File: config.mk
export PLATFORM = sky130hd
export DESIGN_NAME = program_loader_flat
export DESIGN_NICKNAME = d
export VERILOG_FILES = /design/src/rtl/program_loader_if.sv /design/src/rtl/program_loader.sv /design/src/flat_wrapper.sv
export SDC_FILE = /design/constraint.sdc
export NUM_CORES = 1
export LEC_CHECK = 0
export CAP_MARGIN = 20
export CORE_MARGIN = 5
export CORE_UTILIZATION = 35
export DETAILED_ROUTE_END_ITERATION = 8
export PLACE_DENSITY = 0.58
export REMOVE_ABC_BUFFERS = 1
export SYNTH_ARGS = -nofsm -noshare
export SYNTH_HDL_FRONTEND = slang
export SYNTH_SLANG_ARGS = --single-unit
File: constraint.sdc
create_clock -name clk -period 3.29 [get_ports clk]
set_input_delay 0.4935 -clock clk [delete_from_list [all_inputs] [get_ports clk]]
set_output_delay 0.4935 -clock clk [all_outputs]
set_load 0.01 [all_outputs]
File: src/rtl/program_loader_if.sv
// program_loader_if: byte-stream input, program-memory write port and
// status signals of the program loader.
//   master : stream/command source (start, base_addr, byte_in, byte_valid);
//            observes byte_ready, memory write port and status.
//   slave  : the loader itself.
interface program_loader_if #(
  parameter int ADDR_WIDTH = 8,
  parameter int ROM_WIDTH  = 16,
  parameter int BYTE_WIDTH = 8
);
  logic                  start;
  logic [ADDR_WIDTH-1:0] base_addr;
  logic [BYTE_WIDTH-1:0] byte_in;
  logic                  byte_valid;
  logic                  byte_ready;
  logic                  mem_we;
  logic [ADDR_WIDTH-1:0] mem_addr;
  logic [ROM_WIDTH-1:0]  mem_wdata;
  logic                  cpu_hold;
  logic                  busy;
  logic                  done;
  logic                  error;
  logic [ADDR_WIDTH:0]   words_written;

  modport master (
    output start, base_addr, byte_in, byte_valid,
    input  byte_ready, mem_we, mem_addr, mem_wdata,
           cpu_hold, busy, done, error, words_written
  );

  modport slave (
    input  start, base_addr, byte_in, byte_valid,
    output byte_ready, mem_we, mem_addr, mem_wdata,
           cpu_hold, busy, done, error, words_written
  );
endinterface

File: src/rtl/program_loader.sv
// program_loader: fills program memory from a framed byte stream.
// Frame: [count][hi0][lo0]...[hiN-1][loN-1][xor checksum]; count 0 = 2^BYTE_WIDTH.
// Each hi/lo pair becomes one big-endian word written at base_addr+i.
// Ports:
//   clk, rst : clock (rising edge), async active-high reset
//   bus      : program_loader_if.slave (stream in, memory write port, status)
// All outputs are decoded from registers only.
module program_loader #(
  parameter int ADDR_WIDTH = 8,
  parameter int ROM_WIDTH  = 16,   // must be 2*BYTE_WIDTH
  parameter int BYTE_WIDTH = 8
) (
  input  logic            clk,
  input  logic            rst,
  program_loader_if.slave bus
);

  typedef enum logic [2:0] {IDLE, HDR, HI, LO, WRITE, CHK, DONE} state_t;

  // Header value 0 means a full 2^BYTE_WIDTH word image.
  localparam logic [BYTE_WIDTH:0] FULL_COUNT = {1'b1, {BYTE_WIDTH{1'b0}}};
  localparam logic [BYTE_WIDTH:0] ONE_LEFT   = {{BYTE_WIDTH{1'b0}}, 1'b1};

  state_t                state_q, state_d;
  logic [ADDR_WIDTH-1:0] addr_q;
  logic [BYTE_WIDTH-1:0] hi_q, lo_q, chk_q;
  logic [BYTE_WIDTH:0]   remaining_q;
  logic [ADDR_WIDTH:0]   words_q;
  logic                  err_q;
  logic                  rdy, xfer;

  assign rdy  = (state_q == HDR) || (state_q == HI) || (state_q == LO) || (state_q == CHK);
  assign xfer = rdy && bus.byte_valid;

  always_ff @(posedge clk or posedge rst) begin
    if (rst) state_q <= IDLE;
    else     state_q <= state_d;
  end

  always_comb begin
    state_d = state_q;
    unique case (state_q)
      IDLE:    if (bus.start) state_d = HDR;
      HDR:     if (xfer) state_d = HI;
      HI:      if (xfer) state_d = LO;
      LO:      if (xfer) state_d = WRITE;
      // remaining is decremented at the end of this cycle, so one left means last word
      WRITE:   state_d = (remaining_q == ONE_LEFT) ? CHK : HI;
      CHK:     if (xfer) state_d = DONE;
      DONE:    state_d = IDLE;
      default: state_d = IDLE;
    endcase
  end

  always_ff @(posedge clk or posedge rst) begin
    if (rst) begin
      addr_q      <= '0;
      hi_q        <= '0;
      lo_q        <= '0;
      chk_q       <= '0;
      remaining_q <= '0;
      words_q     <= '0;
      err_q       <= 1'b0;
    end else begin
      unique case (state_q)
        IDLE: if (bus.start) begin
          addr_q  <= bus.base_addr;
          err_q   <= 1'b0;
          words_q <= '0;
          chk_q   <= '0;
        end
        HDR: if (xfer) begin
          remaining_q <= (bus.byte_in == '0) ? FULL_COUNT : {1'b0, bus.byte_in};
          chk_q       <= chk_q ^ bus.byte_in;
        end
        HI: if (xfer) begin
          hi_q  <= bus.byte_in;
          chk_q <= chk_q ^ bus.byte_in;
        end
        LO: if (xfer) begin
          lo_q  <= bus.byte_in;
          chk_q <= chk_q ^ bus.byte_in;
        end
        WRITE: begin
          addr_q      <= addr_q + 1'b1;   // wraps modulo 2^ADDR_WIDTH
          words_q     <= words_q + 1'b1;
          remaining_q <= remaining_q - 1'b1;
        end
        CHK: if (xfer) err_q <= (bus.byte_in != chk_q);
        default: ;
      endcase
    end
  end

  assign bus.byte_ready    = rdy;
  assign bus.mem_we        = (state_q == WRITE);
  assign bus.mem_addr      = addr_q;
  assign bus.mem_wdata     = {hi_q, lo_q};
  assign bus.cpu_hold      = (state_q != IDLE);
  assign bus.busy          = (state_q != IDLE);
  assign bus.done          = (state_q == DONE);
  assign bus.error         = err_q;
  assign bus.words_written = words_q;

endmodule

File: src/flat_wrapper.sv
// flat-port wrapper written by rule: the top's interface ports become plain ports
module program_loader_flat 
#(
  parameter int ADDR_WIDTH = 8,
  parameter int ROM_WIDTH  = 16,                          
  parameter int BYTE_WIDTH = 8
)
  (clk, rst, bus_start, bus_base_addr, bus_byte_in, bus_byte_valid, bus_byte_ready, bus_mem_we, bus_mem_addr, bus_mem_wdata, bus_cpu_hold, bus_busy, bus_done, bus_error, bus_words_written);
  program_loader_if #(.ADDR_WIDTH(ADDR_WIDTH), .ROM_WIDTH(ROM_WIDTH), .BYTE_WIDTH(BYTE_WIDTH)) bus_i ();
  input  logic clk;
  input  logic rst;
  input wire logic [$bits(bus_i.start)-1:0] bus_start;
  input wire logic [$bits(bus_i.base_addr)-1:0] bus_base_addr;
  input wire logic [$bits(bus_i.byte_in)-1:0] bus_byte_in;
  input wire logic [$bits(bus_i.byte_valid)-1:0] bus_byte_valid;
  output wire logic [$bits(bus_i.byte_ready)-1:0] bus_byte_ready;
  output wire logic [$bits(bus_i.mem_we)-1:0] bus_mem_we;
  output wire logic [$bits(bus_i.mem_addr)-1:0] bus_mem_addr;
  output wire logic [$bits(bus_i.mem_wdata)-1:0] bus_mem_wdata;
  output wire logic [$bits(bus_i.cpu_hold)-1:0] bus_cpu_hold;
  output wire logic [$bits(bus_i.busy)-1:0] bus_busy;
  output wire logic [$bits(bus_i.done)-1:0] bus_done;
  output wire logic [$bits(bus_i.error)-1:0] bus_error;
  output wire logic [$bits(bus_i.words_written)-1:0] bus_words_written;
  assign bus_i.start = bus_start;
  assign bus_i.base_addr = bus_base_addr;
  assign bus_i.byte_in = bus_byte_in;
  assign bus_i.byte_valid = bus_byte_valid;
  assign bus_byte_ready = bus_i.byte_ready;
  assign bus_mem_we = bus_i.mem_we;
  assign bus_mem_addr = bus_i.mem_addr;
  assign bus_mem_wdata = bus_i.mem_wdata;
  assign bus_cpu_hold = bus_i.cpu_hold;
  assign bus_busy = bus_i.busy;
  assign bus_done = bus_i.done;
  assign bus_error = bus_i.error;
  assign bus_words_written = bus_i.words_written;
  program_loader #(.ADDR_WIDTH(ADDR_WIDTH), .ROM_WIDTH(ROM_WIDTH), .BYTE_WIDTH(BYTE_WIDTH)) u_core (.clk(clk), .rst(rst), .bus(bus_i));
endmodule
==> flow_summary.json, run 1 <==
{
  "finalHoldViolCount": 0,
  "gp_congestion": 0.782,
  "grt_pass1_vias": 2451,
  "placed_cell_area_um2": 3490,
  "fillers": 739,
  "outcome": "finished, final reports clean",
  "cts_max_path_buffers": 2,
  "clk_pin_slew_worst_paths_ps": 100,
  "route.vias.total": 2373,
  "tns_ps": 0,
  "synth-edff-count": 0,
  "grt_pass1_wl_um": 11900,
  "dp_slack_ps": 1060,
  "fp.dieH_um": 99.0,
  "syn_area_um2": 2770,
  "start_kind": "flop",
  "io_pins": 59,
  "syn_to_final_growth_pct": 28.6,
  "chipWidth_um": 99.0,
  "ys.flop_type": "dfrtp_1",
  "syn_avg_cell_area_um2": 10.1,
  "fin_ws_ps": 800,
  "grt_setup_unrepaired": "no",
  "die-area_um2": 9790,
  "antenna_cells": 0,
  "ir_drop_v": 0.000440,
  "powerDensity_nw_per_um2": 863,
  "worst_slew_pin_slew_ps": 794,
  "critical_path_required_ps": 2800,
  "rows": 32,
  "drtAntennaViolNets": 0,
  "antenna_found_initial": 0,
  "synth_top_area_share": 0.488,
  "synth_cells": 273,
  "finClkSkew_ps": 7.84,
  "yosys.area.top_type": "dfrtp_1",
  "cts_resized": 0,
  "fin_crit_sh": 0.757,
  "maxCapViolations": 0,
  "critPathKind": "flop to primary output",
  "clock_latency_ps": 300,
  "portBuffers": 58,
  "end_kind": "primary output",
  "wl_um": 7050,
  "leakage_nw": 1.49,
  "wire_per_inst_um": 16.1,
  "async_flop_share": 1.00,
  "numCtsBuffers": 5,
  "drc": 0,
  "postCtsSetupRepairBufs": 0,
  "cts-hold-fix-buffers": 0,
  "grt_use_total": 0.147,
  "dpl.hpwl_um": 5020,
  "drive_above_1_share": 0.104,
  "htree_levels": 2,
  "fin_area_um2": 3560,
  "setup_viol": 0,
  "ys_seq_elements": 54,
  "cts_tree": "built",
  "fin_total_pwr_mw": 3.07,
  "max_slew_margin": 0.469,
  "core-area_um2": 7730,
  "fmax_mhz": 402,
  "yosys_warnings": 0,
  "synth.area.top_cells": "dfrtp_1 49%, mux2_2 6.5%, o21ai_0 3.8%, nand2_1 3.7%, mux2i_1 2.9%",
  "initial_core_util": 0.358,
  "cp.arrival_ps": 2000,
  "viasPerCell": 5.43,
  "final_nets": 359,
  "overflow": 0,
  "synth_cell_types": 46,
  "utilization": 0.461,
  "firstDrtPassIters": 4,
  "period_minus_slack_ps": 2490,
  "ys_seq_area_frac": 0.488,
  "root_buffer": "clkbuf_8",
  "hold_path_class": "input pin to async pin",
  "drt-initial-drc-count": 123,
  "clkSinkCount": 54,
  "grt_max_degree": 32,
  "slew_viol_final": 0,
  "worstPathMaxFanout": 14
}
per-stage QoR:
step,hold slack [ps],instances
2_1_floorplan,462,262
3_3_place_gp,483,430
3_5_place_dp,487,430
4_1_cts,400,437
5_1_grt,416,437
6_report,399,437
cell usage after synthesis, types with 2 or more instances:
| library cell | n |
|---|---|
| o211ai_1 | 4 |
| a31oi_1 | 4 |
| or3_1 | 4 |
| a221o_1 | 3 |
| buf_2 | 5 |
| o21ai_0 | 21 |
| clkbuf_1 | 5 |
| or4_1 | 2 |
| a21o_1 | 2 |
| o311ai_0 | 3 |
| inv_1 | 11 |
| dfrtp_1 | 54 |
| a311oi_1 | 3 |
| and3_1 | 4 |
| mux2i_1 | 8 |
| nor2_1 | 18 |
| o22ai_1 | 2 |
| ha_1 | 4 |
| nor3_1 | 6 |
| a22oi_1 | 2 |
| nand2_1 | 27 |
| a21oi_1 | 11 |
| xnor2_1 | 8 |
| nor4_1 | 2 |
| or2_2 | 2 |
| nand3_1 | 12 |
| mux2_2 | 16 |
| nand4_1 | 4 |
| a22o_1 | 9 |
critical path, stage by stage, from the launching register on:
cell	delay, ps
dfrtp_1	570
or3b_1	470
inv_2	70
clkdlybuf4s50_1	570
cells in the final DEF (no fill, tap or decap), types with 8 or more instances in the layout:
cell             instances
nand3_1                 12
dfrtp_1                 54
inv_1                   10
xnor2_1                  8
buf_4                    8
o21ai_0                 21
mux2_2                  16
nor2_1                  18
a22o_1                   9
mux2i_1                  8
clkdlybuf4s50_1         58
a21oi_1                 11
nand2_1                 27
per-layer routing:
layer	share of wire	GRT usage
met5	0	0
met3	0.073	0.0460
met4	0.0051	0.0326
met1	0.47	0.199
met2	0.45	0.230
logic make-up after synthesis:
logic type | count (synthesis) | share of synthesized area
multiplexers | 24 | 0.0939
adder cells (fa/ha/maj) | 4 | 0.0181
AND/OR/NAND/NOR | 91 | 0.174
buffers and inverters | 23 | 0.0348
AO/OA/AOI/OAI | 69 | 0.166
flip-flops | 54 | 0.488
XOR/XNOR | 8 | 0.0253
power by group:
group / switching [mW] / internal, mW
registers: 0.286 / 0.958
logic: 0.668 / 0.806
clock network: 0.209 / 0.147
worst paths after layout:
check | cells past startpoint | from | endpoint | slack [ps]
worst max-delay path | 3 | u_core.state_q[0] | bus_mem_we | 800
worst min register to register | 1 | u_core.bus.words_written[8] | u_core.bus.words_written[8] | 490
worst min-delay path | 2 | rst | u_core.chk_q[0] | 400
worst max register to register | 5 | u_core.state_q[0] | u_core.remaining_q[7] | 1070
min in group clk | 1 | u_core.bus.words_written[8] | u_core.bus.words_written[8] | 490
max in group asynchronous | 3 | rst | u_core.hi_q[6] | 2240
cell type report:
type / count / area (µm²) / share of cell area
Clock buffer: 7 / 76.3 / 0.0214
Inverter: 12 / 45.0 / 0.0126
Multi-Input combinational cell: 196 / 1320 / 0.371
Sequential cell: 54 / 1350 / 0.379
Tap cell: 102 / 128 / 0.0358
Timing Repair Buffer: 66 / 641 / 0.180
state kept, by name, indices dropped and copies added (netlist names):
register and flops:
u_core.state_q 3, u_core.hi_q 8, u_core.lo_q 8, u_core.remaining_q 9, u_core.bus.error 1, u_core.bus.words_written 9
u_core.chk_q 8, u_core.bus.mem_addr 8
Note: power is estimated with default switching activity, not from simulation.
==> run 2: changes to the inputs <==
--- a/config.mk
+++ b/config.mk
@@ -9,7 +9,7 @@
 export CORE_MARGIN = 5
 export CORE_UTILIZATION = 35
 export DETAILED_ROUTE_END_ITERATION = 8
-export PLACE_DENSITY = 0.58
+export PLACE_DENSITY = 0.6
 export REMOVE_ABC_BUFFERS = 1
 export SYNTH_ARGS = -nofsm -noshare
 export SYNTH_HDL_FRONTEND = slang
==> constraint.sdc (replaced) <==
create_clock -name clk -period 2.2 [get_ports clk]
set_input_delay 0.33 -clock clk [delete_from_list [all_inputs] [get_ports clk]]
set_output_delay 0.33 -clock clk [all_outputs]
set_load 0.01 [all_outputs]
==> flow_summary.json, run 2 (synthesized netlist as in run 1, its figures left out) <==
{
  "worst_slew_pin_slew_ps": 695,
  "overflow": 0,
  "setup_viol": 0,
  "grt_max_degree": 55,
  "leakage_nw": 1.54,
  "final_cell_mix": "58 x clkdlybuf4s50_1, 54 x dfrtp_1, 27 x nand2_1",
  "fillers": 732,
  "path_cells": "or3b_4 -> inv_4 -> clkdlybuf4s50_1",
  "ir_drop_v": 0.000559,
  "dpl.hpwl_um": 4950,
  "reg2regPathDepth": 6,
  "numCtsBuffers": 5,
  "end_kind": "primary output",
  "r2r-end": "u_core.chk_q[7]",
  "wl_um": 7180,
  "clock_latency_ps": 300,
  "reg2reg_slack_ps": 270,
  "portBuffers": 58,
  "final_nets": 365,
  "fin_area_um2": 3660,
  "drt-initial-drc-count": 127,
  "period_minus_slack_ps": 2130,
  "dp_slack_ps": 259,
  "hold_path_class": "input pin to async pin",
  "core-area_um2": 7730,
  "final_common_cell": "clkdlybuf4s50_1",
  "cpPeakStageDelay_ps": 550,
  "tns_ps": 0,
  "fmax_mhz": 470,
  "fp.dieH_um": 99.0,
  "htree_levels": 2,
  "powerDensity_nw_per_um2": 1330,
  "die-area_um2": 9790,
  "critPathSlowestCell": "clkdlybuf4s50_1",
  "syn_to_final_growth_pct": 32.2,
  "drive_above_1_share": 0.129,
  "grt_setup_unrepaired": "no",
  "max_slew_margin": 0.535,
  "worstPathMaxFanout": 9,
  "finClkSkew_ps": 7.13,
  "wire_per_inst_um": 16.2,
  "chipWidth_um": 99.0,
  "clk_pin_slew_worst_paths_ps": 90,
  "viasPerCell": 5.38,
  "initial_core_util": 0.358,
  "grt_pass1_vias": 2398,
  "antenna_cells": 0,
  "clkSinkCount": 54,
  "io_pins": 59,
  "grt_pass1_wl_um": 12000,
  "gp_congestion": 0.833,
  "slew_viol_final": 0,
  "drtAntennaViolNets": 0,
  "grt_use_total": 0.149,
  "drc": 0,
  "fin_ws_ps": 74.4,
  "outcome": "finished, final reports clean",
  "firstDrtPassIters": 4,
  "finalHoldViolCount": 0,
  "cts_max_path_buffers": 2,
  "r2r-start": "u_core.state_q[0]",
  "fin_crit_sh": 0.966,
  "start_kind": "flop",
  "placed_cell_area_um2": 3540,
  "critPathKind": "flop to primary output",
  "critical_path_required_ps": 1870,
  "antenna_found_initial": 0,
  "rows": 32,
  "root_buffer": "clkbuf_8",
  "fin_total_pwr_mw": 4.86,
  "maxCapViolations": 0,
  "hold_ws_ps": 380,
  "route.vias.total": 2382,
  "cp.arrival_ps": 1800,
  "cts_tree": "built"
}
==> run 2: repair_timing <==
action / in CTS / in global routing
endpoints found under the setup margin: 1 / 1
buffers inserted: 0 / 0
pin swaps: 0 / 0
gates cloned: 0 / 0
hold buffers: 0 / 0
resized for setup: 1 / 1
==> run 2: per-stage QoR <==
step	util	instances
after global routing	0.474	443
after floorplan	-	262
after CTS	0.474	443
after detailed placement	0.459	436
final	0.474	443
after global placement	0.459	436
==> run 2: critical path, delay by kind of cell (launching register included) <==
kind                   cells  cell delay (ps)
DFF                        1              390
buffers and inverters      2              670
and+or+nand+nor            1              430
==> run 2: worst max-delay path by stage <==
stage / from / slack, ps / to / cells past startpoint
6_report: u_core.state_q[0] / 70 / bus_mem_we / 3
2_1_floorplan: u_core.state_q[2] / -100 / u_core.bus.mem_addr[5] / 5
3_3_place_gp: bus_byte_valid / 280 / u_core.lo_q[3] / 5
3_5_place_dp: bus_start / 260 / u_core.bus.mem_addr[6] / 5
4_1_cts: u_core.state_q[0] / 20 / bus_mem_we / 3
5_1_grt: u_core.state_q[0] / 10 / bus_cpu_hold / 3
==> run 2: power breakdown <==
group	leakage, nW	switching [mW]	internal (mW)
Clock	0.0573	0.326	0.365
Sequential	0.666	0.360	1.43
Combinational	0.820	1.10	1.27
==> run 2: cell type report <==
type                    count  area, µm²  share of cell area
multi-input cells         196       1330               0.362
repair buffers             72        698               0.191
inverters                  12       47.5              0.0130
clock inverters             1       30.0             0.00820
well taps                 102        128              0.0348
flip-flops and latches     54       1350               0.369
clock buffers               6       82.6              0.0225
==> run 2: per-layer routing <==
layer  share of wire  vias up  GRT usage
li1                -     1134          -
met1            0.47     1167      0.211
met2            0.45       74      0.230
met3           0.066        7     0.0382
met4          0.0078        0     0.0336
met5               0        -          0
